--- config.mk ---
export PLATFORM = sky130hd
export DESIGN_NAME = excep_unit_flat
export DESIGN_NICKNAME = d
export VERILOG_FILES = /design/src/rtl/excep_unit_pkg.sv /design/src/rtl/excep_unit_if.sv /design/src/rtl/excep_unit_int_sync.sv /design/src/rtl/excep_unit.sv /design/src/flat_wrapper.sv
export SDC_FILE = /design/constraint.sdc
export NUM_CORES = 1
export LEC_CHECK = 0
export BUFFER_PORTS_ARGS = -buffer_cell sky130_fd_sc_hd__buf_2
export CORE_UTILIZATION = 47
export DETAILED_ROUTE_END_ITERATION = 10
export PLACE_DENSITY = 0.79
export SYNTH_ARGS = -nofsm -noshare
export SYNTH_HDL_FRONTEND = slang
export SYNTH_SLANG_ARGS = --single-unit
export TNS_END_PERCENT = 30
--- constraint.sdc ---
create_clock -name clk -period 2.5 [get_ports clk]
set_input_delay 0 -clock clk [delete_from_list [all_inputs] [get_ports clk]]
set_output_delay 0 -clock clk [all_outputs]
set_load 0.03 [all_outputs]
--- src/rtl/excep_unit_pkg.sv ---
// Shared definitions for the AM->WB exception controller: MIPS ExcCodes,
// default exception vector, FSM state encoding and event classification.
package excep_unit_pkg;

  localparam logic [4:0] EXC_INT  = 5'h00;
  localparam logic [4:0] EXC_ADEL = 5'h04;
  localparam logic [4:0] EXC_ADES = 5'h05;
  localparam logic [4:0] EXC_SYS  = 5'h08;
  localparam logic [4:0] EXC_BP   = 5'h09;
  localparam logic [4:0] EXC_RI   = 5'h0a;
  localparam logic [4:0] EXC_OV   = 5'h0c;

  localparam logic [31:0] EXC_VECTOR_DEFAULT = 32'hBFC0_0380;

  typedef enum logic [1:0] {
    ST_IDLE     = 2'd0,
    ST_COMMIT   = 2'd1,
    ST_REDIRECT = 2'd2
  } excep_state_e;

  typedef enum logic [1:0] {
    EV_NONE = 2'd0,
    EV_INT  = 2'd1,
    EV_EXC  = 2'd2,
    EV_ERET = 2'd3
  } event_kind_e;

  // AM carries at most one exception code, so the ordering between the
  // synchronous exceptions is already resolved upstream; interrupts win
  // over any code, and any code wins over ERET.
  function automatic event_kind_e classify(input logic int_req,
                                           input logic [4:0] code,
                                           input logic eret);
    event_kind_e kind;
    kind = EV_NONE;
    if (int_req)            kind = EV_INT;
    else if (code != 5'h00) kind = EV_EXC;
    else if (eret)          kind = EV_ERET;
    return kind;
  endfunction

  function automatic logic has_badvaddr(input logic [4:0] code);
    return (code == EXC_ADEL) || (code == EXC_ADES);
  endfunction

endpackage

--- src/rtl/excep_unit_if.sv ---
// AM-stage event inputs, fetch redirect handshake and CP0 commit bus of the
// exception controller. master = exception unit, slave = pipeline/CP0 side.
interface excep_unit_if #(
  parameter int ADDR_W = 32
);
  logic              am_valid;
  logic [4:0]        am_excep_code;
  logic              am_is_instload;
  logic [ADDR_W-1:0] am_pc;
  logic              am_in_bd;
  logic [ADDR_W-1:0] am_data_addr;
  logic              am_eret;
  logic [ADDR_W-1:0] epc_in;

  logic              redirect_ready;
  logic              redirect_valid;
  logic [ADDR_W-1:0] redirect_pc;

  logic              cp0_we_excep;
  logic [4:0]        cp0_excep_code;
  logic [ADDR_W-1:0] cp0_epc;
  logic              cp0_bd;
  logic              cp0_we_badvaddr;
  logic [ADDR_W-1:0] cp0_badvaddr;
  logic              cp0_clr_exl;

  modport master (
    input  am_valid, am_excep_code, am_is_instload, am_pc, am_in_bd,
           am_data_addr, am_eret, epc_in, redirect_ready,
    output redirect_valid, redirect_pc, cp0_we_excep, cp0_excep_code,
           cp0_epc, cp0_bd, cp0_we_badvaddr, cp0_badvaddr, cp0_clr_exl
  );

  modport slave (
    output am_valid, am_excep_code, am_is_instload, am_pc, am_in_bd,
           am_data_addr, am_eret, epc_in, redirect_ready,
    input  redirect_valid, redirect_pc, cp0_we_excep, cp0_excep_code,
           cp0_epc, cp0_bd, cp0_we_badvaddr, cp0_badvaddr, cp0_clr_exl
  );
endinterface

--- src/rtl/excep_unit_int_sync.sv ---
// excep_int_sync: per-line STAGES-deep synchroniser for asynchronous level
// interrupt requests, cleared by the asynchronous active-low reset.
module excep_int_sync #(
  parameter int WIDTH  = 6,
  parameter int STAGES = 2
) (
  input  logic             clk,
  input  logic             resetn,
  input  logic [WIDTH-1:0] async_in,
  output logic [WIDTH-1:0] sync_out
);

  genvar gi;
  generate
    for (gi = 0; gi < WIDTH; gi++) begin : g_line
      logic [STAGES-1:0] chain_reg;

      always_ff @(posedge clk or negedge resetn) begin
        if (!resetn) chain_reg <= '0;
        else         chain_reg <= {chain_reg[STAGES-2:0], async_in[gi]};
      end

      assign sync_out[gi] = chain_reg[STAGES-1];
    end
  endgenerate

endmodule

--- src/rtl/excep_unit.sv ---
// Sequential exception/interrupt controller at the AM->WB boundary: IDLE ->
// COMMIT -> REDIRECT. Optional CP0 Count/Compare timer on IP7 via EXCEP_TIMER_EN.
module excep_unit
  import excep_unit_pkg::*;
#(
  parameter int                NUM_HW_INT  = 6,
  parameter int                SYNC_STAGES = 2,
  parameter int                ADDR_W      = 32,
  parameter logic [ADDR_W-1:0] EXC_VECTOR  = ADDR_W'(EXC_VECTOR_DEFAULT)
) (
  input  logic                  clk,
  input  logic                  resetn,
  input  logic [NUM_HW_INT-1:0] hw_int,
  input  logic [1:0]            sw_int,
  input  logic [7:0]            int_mask,
  input  logic                  status_ie,
  input  logic                  status_exl,
  excep_unit_if.master          bus,
`ifdef EXCEP_TIMER_EN
  output logic [31:0]           cp0_count_o,
  input  logic                  compare_we,
  input  logic [31:0]           compare_wdata,
`endif
  output logic                  flush,
  output logic                  busy
);

  logic [NUM_HW_INT-1:0] sync_out;
  logic [5:0]            hw_sync;
  logic [5:0]            ip_hw;

  excep_int_sync #(
    .WIDTH  (NUM_HW_INT),
    .STAGES (SYNC_STAGES)
  ) u_int_sync (
    .clk      (clk),
    .resetn   (resetn),
    .async_in (hw_int),
    .sync_out (sync_out)
  );

  generate
    if (NUM_HW_INT < 6) begin : g_pad
      assign hw_sync = {{(6-NUM_HW_INT){1'b0}}, sync_out};
    end else begin : g_full
      assign hw_sync = sync_out;
    end
  endgenerate

`ifdef EXCEP_TIMER_EN
  logic [31:0] count_reg;
  logic [31:0] compare_reg;
  logic        half_reg;
  logic        timer_reg;

  // Count advances on every second clock; the timer flag is raised on the
  // edge where Count reaches Compare, so a stale equality never re-arms it.
  always_ff @(posedge clk or negedge resetn) begin
    if (!resetn) begin
      count_reg   <= '0;
      compare_reg <= '0;
      half_reg    <= 1'b0;
      timer_reg   <= 1'b0;
    end else begin
      half_reg <= ~half_reg;
      if (half_reg) count_reg <= count_reg + 32'd1;
      if (compare_we) compare_reg <= compare_wdata;
      if (compare_we)
        timer_reg <= 1'b0;
      else if (half_reg && (count_reg + 32'd1 == compare_reg))
        timer_reg <= 1'b1;
    end
  end

  assign cp0_count_o = count_reg;
  assign ip_hw       = {hw_sync[5] | timer_reg, hw_sync[4:0]};
`else
  assign ip_hw = hw_sync;
`endif

  logic        int_req;
  event_kind_e ev_kind;
  logic        trigger;

  excep_state_e state_reg, state_next;

  assign int_req = (|({ip_hw, sw_int} & int_mask)) & status_ie & ~status_exl;
  assign ev_kind = classify(int_req, bus.am_excep_code, bus.am_eret);
  // Gating with resetn keeps flush low while reset is held.
  assign trigger = resetn & bus.am_valid & (state_reg == ST_IDLE) &
                   (ev_kind != EV_NONE);

  logic              is_exc_reg;
  logic              bad_we_reg;
  logic [4:0]        excep_code_reg;
  logic [ADDR_W-1:0] epc_reg;
  logic              bd_reg;
  logic [ADDR_W-1:0] badvaddr_reg;
  logic [ADDR_W-1:0] redirect_pc_reg;

  always_ff @(posedge clk or negedge resetn) begin
    if (!resetn) state_reg <= ST_IDLE;
    else         state_reg <= state_next;
  end

  logic commit_exc;
  logic commit_eret;

  always_comb begin
    state_next  = state_reg;
    commit_exc  = 1'b0;
    commit_eret = 1'b0;
    unique case (state_reg)
      ST_IDLE: begin
        if (trigger) state_next = ST_COMMIT;
      end
      ST_COMMIT: begin
        commit_exc  = is_exc_reg;
        commit_eret = ~is_exc_reg;
        state_next  = ST_REDIRECT;
      end
      ST_REDIRECT: begin
        if (bus.redirect_ready) state_next = ST_IDLE;
      end
      default: state_next = ST_IDLE;
    endcase
  end

  // Event fields are captured on the trigger cycle; CP0 values then stay
  // stable until the next exception commit overwrites them.
  always_ff @(posedge clk or negedge resetn) begin
    if (!resetn) begin
      is_exc_reg      <= 1'b0;
      bad_we_reg      <= 1'b0;
      excep_code_reg  <= '0;
      epc_reg         <= '0;
      bd_reg          <= 1'b0;
      badvaddr_reg    <= '0;
      redirect_pc_reg <= '0;
    end else if (trigger) begin
      is_exc_reg      <= (ev_kind != EV_ERET);
      redirect_pc_reg <= (ev_kind == EV_ERET) ? bus.epc_in : EXC_VECTOR;
      if (ev_kind != EV_ERET) begin
        excep_code_reg <= (ev_kind == EV_INT) ? EXC_INT : bus.am_excep_code;
        epc_reg        <= bus.am_in_bd ? (bus.am_pc - ADDR_W'(4)) : bus.am_pc;
        bd_reg         <= bus.am_in_bd;
        bad_we_reg     <= (ev_kind == EV_EXC) && has_badvaddr(bus.am_excep_code);
        if ((ev_kind == EV_EXC) && has_badvaddr(bus.am_excep_code)) begin
          // Only a fetch ADEL reports the PC; load ADEL and ADES report the data address.
          badvaddr_reg <= ((bus.am_excep_code == EXC_ADEL) && !bus.am_is_instload)
                          ? bus.am_pc : bus.am_data_addr;
        end
      end else begin
        bad_we_reg <= 1'b0;
      end
    end
  end

  assign busy  = (state_reg != ST_IDLE);
  assign flush = trigger | busy;

  assign bus.redirect_valid  = (state_reg == ST_REDIRECT);
  assign bus.redirect_pc     = redirect_pc_reg;
  assign bus.cp0_we_excep    = commit_exc;
  assign bus.cp0_excep_code  = excep_code_reg;
  assign bus.cp0_epc         = epc_reg;
  assign bus.cp0_bd          = bd_reg;
  assign bus.cp0_we_badvaddr = commit_exc & bad_we_reg;
  assign bus.cp0_badvaddr    = badvaddr_reg;
  assign bus.cp0_clr_exl     = commit_eret;

endmodule
--- src/flat_wrapper.sv ---
// flat-port wrapper written by rule: the top's interface ports become plain ports
module excep_unit_flat import excep_unit_pkg::*;
#(
  parameter int                NUM_HW_INT  = 6,
  parameter int                SYNC_STAGES = 2,
  parameter int                ADDR_W      = 32,
  parameter logic [ADDR_W-1:0] EXC_VECTOR  = ADDR_W'(EXC_VECTOR_DEFAULT)
)
  (clk, resetn, hw_int, sw_int, int_mask, status_ie, status_exl, flush, busy, bus_am_valid, bus_am_excep_code, bus_am_is_instload, bus_am_pc, bus_am_in_bd, bus_am_data_addr, bus_am_eret, bus_epc_in, bus_redirect_ready, bus_redirect_valid, bus_redirect_pc, bus_cp0_we_excep, bus_cp0_excep_code, bus_cp0_epc, bus_cp0_bd, bus_cp0_we_badvaddr, bus_cp0_badvaddr, bus_cp0_clr_exl);
  excep_unit_if #(.ADDR_W(ADDR_W)) bus_i ();
  input  logic clk;
  input  logic resetn;
  input  logic [NUM_HW_INT-1:0] hw_int;
  input  logic [1:0] sw_int;
  input  logic [7:0] int_mask;
  input  logic status_ie;
  input  logic status_exl;
  output logic flush;
  output logic busy;
  input wire logic [$bits(bus_i.am_valid)-1:0] bus_am_valid;
  input wire logic [$bits(bus_i.am_excep_code)-1:0] bus_am_excep_code;
  input wire logic [$bits(bus_i.am_is_instload)-1:0] bus_am_is_instload;
  input wire logic [$bits(bus_i.am_pc)-1:0] bus_am_pc;
  input wire logic [$bits(bus_i.am_in_bd)-1:0] bus_am_in_bd;
  input wire logic [$bits(bus_i.am_data_addr)-1:0] bus_am_data_addr;
  input wire logic [$bits(bus_i.am_eret)-1:0] bus_am_eret;
  input wire logic [$bits(bus_i.epc_in)-1:0] bus_epc_in;
  input wire logic [$bits(bus_i.redirect_ready)-1:0] bus_redirect_ready;
  output wire logic [$bits(bus_i.redirect_valid)-1:0] bus_redirect_valid;
  output wire logic [$bits(bus_i.redirect_pc)-1:0] bus_redirect_pc;
  output wire logic [$bits(bus_i.cp0_we_excep)-1:0] bus_cp0_we_excep;
  output wire logic [$bits(bus_i.cp0_excep_code)-1:0] bus_cp0_excep_code;
  output wire logic [$bits(bus_i.cp0_epc)-1:0] bus_cp0_epc;
  output wire logic [$bits(bus_i.cp0_bd)-1:0] bus_cp0_bd;
  output wire logic [$bits(bus_i.cp0_we_badvaddr)-1:0] bus_cp0_we_badvaddr;
  output wire logic [$bits(bus_i.cp0_badvaddr)-1:0] bus_cp0_badvaddr;
  output wire logic [$bits(bus_i.cp0_clr_exl)-1:0] bus_cp0_clr_exl;
  assign bus_i.am_valid = bus_am_valid;
  assign bus_i.am_excep_code = bus_am_excep_code;
  assign bus_i.am_is_instload = bus_am_is_instload;
  assign bus_i.am_pc = bus_am_pc;
  assign bus_i.am_in_bd = bus_am_in_bd;
  assign bus_i.am_data_addr = bus_am_data_addr;
  assign bus_i.am_eret = bus_am_eret;
  assign bus_i.epc_in = bus_epc_in;
  assign bus_i.redirect_ready = bus_redirect_ready;
  assign bus_redirect_valid = bus_i.redirect_valid;
  assign bus_redirect_pc = bus_i.redirect_pc;
  assign bus_cp0_we_excep = bus_i.cp0_we_excep;
  assign bus_cp0_excep_code = bus_i.cp0_excep_code;
  assign bus_cp0_epc = bus_i.cp0_epc;
  assign bus_cp0_bd = bus_i.cp0_bd;
  assign bus_cp0_we_badvaddr = bus_i.cp0_we_badvaddr;
  assign bus_cp0_badvaddr = bus_i.cp0_badvaddr;
  assign bus_cp0_clr_exl = bus_i.cp0_clr_exl;
  excep_unit #(.NUM_HW_INT(NUM_HW_INT), .SYNC_STAGES(SYNC_STAGES), .ADDR_W(ADDR_W), .EXC_VECTOR(EXC_VECTOR)) u_core (.clk(clk), .resetn(resetn), .hw_int(hw_int), .sw_int(sw_int), .int_mask(int_mask), .status_ie(status_ie), .status_exl(status_exl), .bus(bus_i), .flush(flush), .busy(busy));
endmodule
==> flow_summary.toml, run 1 <==
[timing]
worst_slew_pin_slew_ns = 0.812
period_share = 0.966
setup_ws_ns = 0.0857
setup_viol = 0
hold_viol_final = 0
slew_headroom = 0.459
slew_violations = 0
setup_tns_ns = 0
rsz0062_at_grt = "false"
clock_skew_ns = 0.00798
finalCriticalPeriod_ns = 2.41
fmax_mhz = 414

[die]
die_x_um = 108
num_rows = 38
die_h_um = 108
die_area_sq_um = 11700
boundaryPins = 234
core_sq_um = 10900
initial_utilization = 0.485

[worst_setup_path]
rrSetupSlack_ns = 0.19
setup.worst_path.start = "bus_am_pc[3]"
setup.worst_path.start_class = "input pin"
required_ns = 2.89
critPathCapture = "u_core.bus.cp0_epc[28]$_DFFE_PN0P_"
worst-path-buf-inv = 4
crit_type = "input pin to flop"
crit_family = "buffers and inverters"
reg2reg_depth = 6
cp_cell_sequence = "dlygate4sd3_1 > buf_2 > inv_1 > ha_1 > nand2_1 > nand4b_4 > nor4_2 > xor2_1 > dlygate4sd3_1 > mux2_2"
worstPathMaxFanout = 8
worstSetupPathDepth = 10
worstReg2RegEnd = "u_core.bus.cp0_epc[11]$_DFFE_PN0P_"
r2r_start = "u_core.state_reg[1]$_DFFE_PN0P_"
worst_path_most_repeated_cell = "dlygate4sd3_1"
max_stage_delay_ns = 0.57
cp.arrival_ns = 2.80
cp-end-kind = "flop"
cpMaxStageDelayCell = "dlygate4sd3_1"

[detailed_routing]
drtPass1Iterations = 5
drtIter0Drc = 271
finalWirelength_um = 19000
ant_nets = 0
drc = 0
post_drt_wl_per_cell_um = 20.2
num_vias = 5132
vias_per_cell = 5.45

[clock_tree]
clock_sinks = 118
cts_htree_levels = 4
clk_pin_slew_worst_paths_ns = 0.06
cts_tree = "built"
clk_latency_ns = 0.51
cts_root_buf = "clkbuf_8"
cts-buffers-inserted = 17
clk_path_buf_depth = 2

[power_and_ir_drop]
p_sw_mw = 2.21
cellPowerDensity_nw_per_um2 = 749
p_comb_frac = 0.272
p_int_mw = 4.35
vdd_drop_max_v = 0.000523
pwr-share-seq = 0.363
netSwitchingFraction = 0.336
clockPowerShare = 0.365
p_leak_nw = 4.26

[global_routing]
antenna_found_initial = 1
grt_overflow = 0
grt_pass1_wl_um = 28600
grt_max_degree = 65
grt_pass1_vias = 5595
grt.total_usage = 0.331

[worst_hold_path]
worstHoldPathCells = 3
min_path_type = "input pin to flop"

[logic_synthesis]
syn_nets = 522
synth-edff-count = 0
syn_inst = 395
ys.flop_type = "dfrtp_1"
syn_avg_cell_area_sq_um = 13.4
async_flop_share = 1.00
synth_area_sq_um = 5280
yosys_warnings = 0
ys_types = 39
synth_seq_cells = 118
yosysSeqAreaShare = 0.559

[layout]
syn2layout_area_growth_pct = 65.8
nFillCells = 593
finalNonFillerCells = 942
nets = 914
layout-drive-gt1-share = 0.481

[placement]
gp_congestion = 0.787
place_ws_ns = 0.282
port_buffers = 233
dpl.cell_count = 759
dp_hpwl_um = 10100

[status]
status = "completed"

[flow_run]
maxCapViolCount = 0
## metrics by stage
step                      area [sq um]   util  hold slack [ns]  power [mW]
after floorplan                   5280      -           -0.296        3.33
after global placement            6640  0.610           -0.110        3.89
after detailed placement          6640  0.610           -0.108        3.94
after CTS                         8700  0.799          0.00757        6.51
after global routing              8750  0.804          0.00850        6.78
final                             8760  0.804           0.0194        6.56
## power by group through the flow
| stage | clock network, mW | logic (mW) | registers (mW) |
|---|---|---|---|
| 6_report | 2.40 | 1.78 | 2.38 |
| 5_1_grt | 2.50 | 1.87 | 2.41 |
| 4_1_cts | 2.41 | 1.73 | 2.37 |
| 3_5_place_dp | 0 | 1.54 | 2.40 |
| 3_3_place_gp | 0 | 1.51 | 2.38 |
| 2_1_floorplan | 0 | 0.403 | 2.93 |
## kinds of logic (layout without fill, tap and decap cells)
logic type | count (synthesis) | in the layout | synth area share
buf+inv | 24 | 429 | 0.0201
compound gates | 51 | 51 | 0.0770
flops | 118 | 118 | 0.559
mux | 95 | 95 | 0.203
simple gates | 78 | 78 | 0.0924
xor+xnor | 28 | 28 | 0.0464
fa+ha+maj | 1 | 1 | 0.00237
other cells | 0 | 2 | 0
## routing by layer
| metal | global-route usage | part of all wire | vias up | wire length [um] |
|---|---|---|---|---|
| li1 | - | - | 2236 | - |
| met1 | 0.351 | 0.35 | 2528 | 6730 |
| met2 | 0.608 | 0.54 | 295 | 10300 |
| met3 | 0.0675 | 0.064 | 73 | 1220 |
| met4 | 0.188 | 0.042 | 0 | 795 |
| met5 | 0 | 0 | - | 0 |
## layout make-up
cell class              count  area, sq um  area share
flip-flops and latches    118         2950       0.337
repair buffers            391         2740       0.313
multi-input cells         253         2280       0.261
clock buffers              18          428      0.0489
well taps                 140          175      0.0200
clock inverters            14          153      0.0174
inverters                   6         22.5     0.00257
diodes                      2         5.00    0.000572
## how the worst min path moves through the flow
stage,startpoint,endpoint,slack (ns)
global placement,resetn,u_core.is_exc_reg$_DFFE_PN0P_,-0.11
finish,bus_am_pc[6],u_core.bus.cp0_epc[6]$_DFFE_PN0P_,0.02
CTS,bus_am_valid,u_core.bus.cp0_excep_code[4]$_DFFE_PN0P_,0.008
floorplan,resetn,u_core.bad_we_reg$_DFFE_PN0P_,-0.30
detailed placement,resetn,u_core.is_exc_reg$_DFFE_PN0P_,-0.11
global route,bus_am_pc[6],u_core.bus.cp0_epc[6]$_DFFE_PN0P_,0.009
## synth_stat cells, types with 7 or more instances
| master | count | area share |
|---|---|---|
| a22o_1 | 20 | 0.033 |
| a22oi_1 | 8 | 0.011 |
| buf_2 | 7 | 0.0066 |
| clkbuf_1 | 9 | 0.0064 |
| dfrtp_1 | 118 | 0.56 |
| mux2_2 | 95 | 0.20 |
| nand2_1 | 13 | 0.0092 |
| nor2_1 | 16 | 0.011 |
| nor3_1 | 12 | 0.011 |
| o22a_1 | 12 | 0.020 |
| xor2_1 | 23 | 0.038 |
## timing repair
item | CTS | global route
endpoints found under the hold margin | 163 | 0
hold buffers | 148 | 0
resized for setup | 0 | 6
endpoints found under the setup margin | 0 | 4
setup buffers | 0 | 1
## cells in the final DEF, fill, tap and decap left out, types with 2 or more instances in the layout
cell type	netlist	routed
buf_2	7	232
dlygate4sd3_1	0	148
dfrtp_1	118	118
mux2_2	95	95
xor2_1	23	23
a22o_1	20	20
nor2_1	16	16
clkbuf_16	0	16
nand2_1	13	13
o22a_1	12	12
nor3_1	12	11
buf_4	0	10
a22oi_1	8	8
clkinvlp_4	0	7
inv_1	6	6
nor4_1	6	5
xnor2_1	5	5
nand2b_1	4	4
or3_1	4	4
nand3_1	3	3
a21o_1	3	3
o21ai_0	3	3
nor4_4	2	3
nor4_2	3	3
diode_2	0	2
nand3b_1	2	2
or4_4	2	2
nand4_1	2	2
a21oi_1	2	2
clkbuf_8	0	2
bufinv_16	0	2
clkinv_4	0	2
inv_6	0	2
## tightest hold or removal path, stage by stage
cell and delay, ns:
buf_2 0.14, xor2_1 0.18, mux2_2 0.17
Note: power is estimated with default switching activity, not from simulation.
==> run 2: changes to the inputs <==
--- a/config.mk
+++ b/config.mk
@@ -6,9 +6,11 @@
 export NUM_CORES = 1
 export LEC_CHECK = 0
 export BUFFER_PORTS_ARGS = -buffer_cell sky130_fd_sc_hd__buf_2
-export CORE_UTILIZATION = 47
+export CELL_PAD_IN_SITES_DETAIL_PLACEMENT = 0
+export CELL_PAD_IN_SITES_GLOBAL_PLACEMENT = 1
+export CORE_UTILIZATION = 36
 export DETAILED_ROUTE_END_ITERATION = 10
-export PLACE_DENSITY = 0.79
+export PLACE_DENSITY = 0.78
 export SYNTH_ARGS = -nofsm -noshare
 export SYNTH_HDL_FRONTEND = slang
 export SYNTH_SLANG_ARGS = --single-unit
==> flow_summary.toml, run 2 (same netlist as run 1, synthesis figures left out) <==
[status]
status = "completed"

[die]
die_area_sq_um = 15200
initial_utilization = 0.375
die_h_um = 123
boundaryPins = 234
die_x_um = 123
core_sq_um = 14100
num_rows = 43

[worst_hold_path]
worstHoldPathCells = 4
min_path_type = "input pin to flop"

[clock_tree]
cts_root_buf = "clkbuf_16"
cts_htree_levels = 4
post-cts-setup-buffers = 0
clk_pin_slew_worst_paths_ns = 0.05
clock_sinks = 118
cts-buffers-inserted = 17
cts_tree = "built"
clk_path_buf_depth = 2
post_cts_resized = 0
hold_buffers = 88
clk_latency_ns = 0.40

[power_and_ir_drop]
vdd_drop_max_v = 0.000527
p_leak_nw = 4.04
cellPowerDensity_nw_per_um2 = 815

[timing]
slew_headroom = 0.444
hold_viol_final = 0
setup_ws_ns = 0.152
slew_violations = 0
worst_slew_pin_slew_ns = 0.834
finalCriticalPeriod_ns = 2.35
whs_ns = 0.0169
clock_skew_ns = 0.00581
setup_tns_ns = 0
setup_viol = 0
fmax_mhz = 426
period_share = 0.939
rsz0062_at_grt = "false"

[worst_setup_path]
cp.arrival_ns = 2.64
required_ns = 2.79
setup.worst_path.start_class = "input pin"
crit_type = "input pin to flop"
worst-path-buf-inv = 4
crit_family = "buffers and inverters"
cp-end-kind = "flop"
cpMaxStageDelayCell = "dlygate4sd3_1"
reg2reg_depth = 6
worstPathMaxFanout = 34
worstSetupPathDepth = 8
max_stage_delay_ns = 0.56
cp_cell_sequence = "dlygate4sd3_1 > buf_2 > nor4_1 > nand3b_1 > buf_4 > mux2_2 > dlygate4sd3_1 > mux2_2"

[detailed_routing]
post_drt_wl_per_cell_um = 16.3
ant_nets = 0
drtIter0Drc = 224
num_vias = 4486
drc = 0
finalWirelength_um = 15000
vias_per_cell = 4.88
drtPass1Iterations = 5

[layout]
diodes = 0
nets = 854
layout_common_cells = "232 x buf_2, 118 x dfrtp_1, 95 x mux2_2"
syn2layout_area_growth_pct = 55.7
layout_commonest_cell = "buf_2"
layout-drive-gt1-share = 0.512

[global_routing]
antenna_found_initial = 0
grt_overflow = 0
grt_pass1_vias = 4743
grt.total_usage = 0.204
grt_pass1_wl_um = 23400
grt_max_degree = 67

[flow_run]
maxCapViolCount = 0

[placement]
place_ws_ns = 0.419
port_buffers = 233
gp_congestion = 0.733
dp_hpwl_um = 10200
==> run 2: final timing paths <==
| check | slack, ns | startpoint | end |
|---|---|---|---|
| worst max-delay path | 0.15 | bus_am_excep_code[3] | u_core.bus.cp0_badvaddr[20]$_DFFE_PN0P_ |
| worst min-delay path | 0.02 | bus_am_pc[7] | u_core.bus.cp0_epc[7]$_DFFE_PN0P_ |
| worst max register to register | 0.41 | u_core.u_int_sync.g_line[1].chain_reg[1]$_DFF_PN0_ | u_core.bus.redirect_pc[0]$_DFFE_PN0P_ |
| worst min register to register | 0.35 | u_core.u_int_sync.g_line[5].chain_reg[0]$_DFF_PN0_ | u_core.u_int_sync.g_line[5].chain_reg[1]$_DFF_PN0_ |
| max in group asynchronous | 0.92 | resetn | u_core.bus.cp0_epc[17]$_DFFE_PN0P_ |
| min in group asynchronous | 0.39 | resetn | u_core.bus.redirect_pc[28]$_DFFE_PN0P_ |
==> run 2: cell type report <==
class | instances | area (sq um)
clock inverter | 8 | 168
fill | 1168 | 5870
timing repair buffer | 331 | 2120
multi-input combinational | 253 | 2240
sequential | 118 | 2950
clock buffer | 24 | 492
inverter | 6 | 22.5
tap | 180 | 225
==> run 2: routing by layer <==
metal / vias to the layer above / share of wire / GRT usage
met5: - / 0 / 0
met1: 2180 / 0.42 / 0.242
li1: 2115 / - / -
met3: 24 / 0.066 / 0.0600
met4: 0 / 0.018 / 0.0843
met2: 167 / 0.50 / 0.343
==> run 2: worst min-delay path, stage by stage <==
cell and delay (ns):
buf_2 0.13, o41ai_1 0.08, nand2_1 0.05, mux2_2 0.13
==> run 2: stage by stage <==
step                      power (mW)  cell area [sq um]  instances   util
after floorplan                 3.33               5280        395      -
after global routing            6.98               8220        920  0.583
after detailed placement        3.93               6680        800  0.474
after CTS                       6.77               8220        920  0.583
after global placement          3.90               6680        800  0.474
final                           6.70               8220        920  0.583
==> run 2: report_power, final <==
| group | internal, mW | total (mW) | leakage (nW) | switching [mW] |
|---|---|---|---|---|
| clock | 1.87 | 2.70 | 0.320 | 0.832 |
| sequential | 2.20 | 2.35 | 1.45 | 0.149 |
| combinational | 0.634 | 1.64 | 2.27 | 1.01 |
| total | 4.71 | 6.70 | 4.04 | 1.99 |
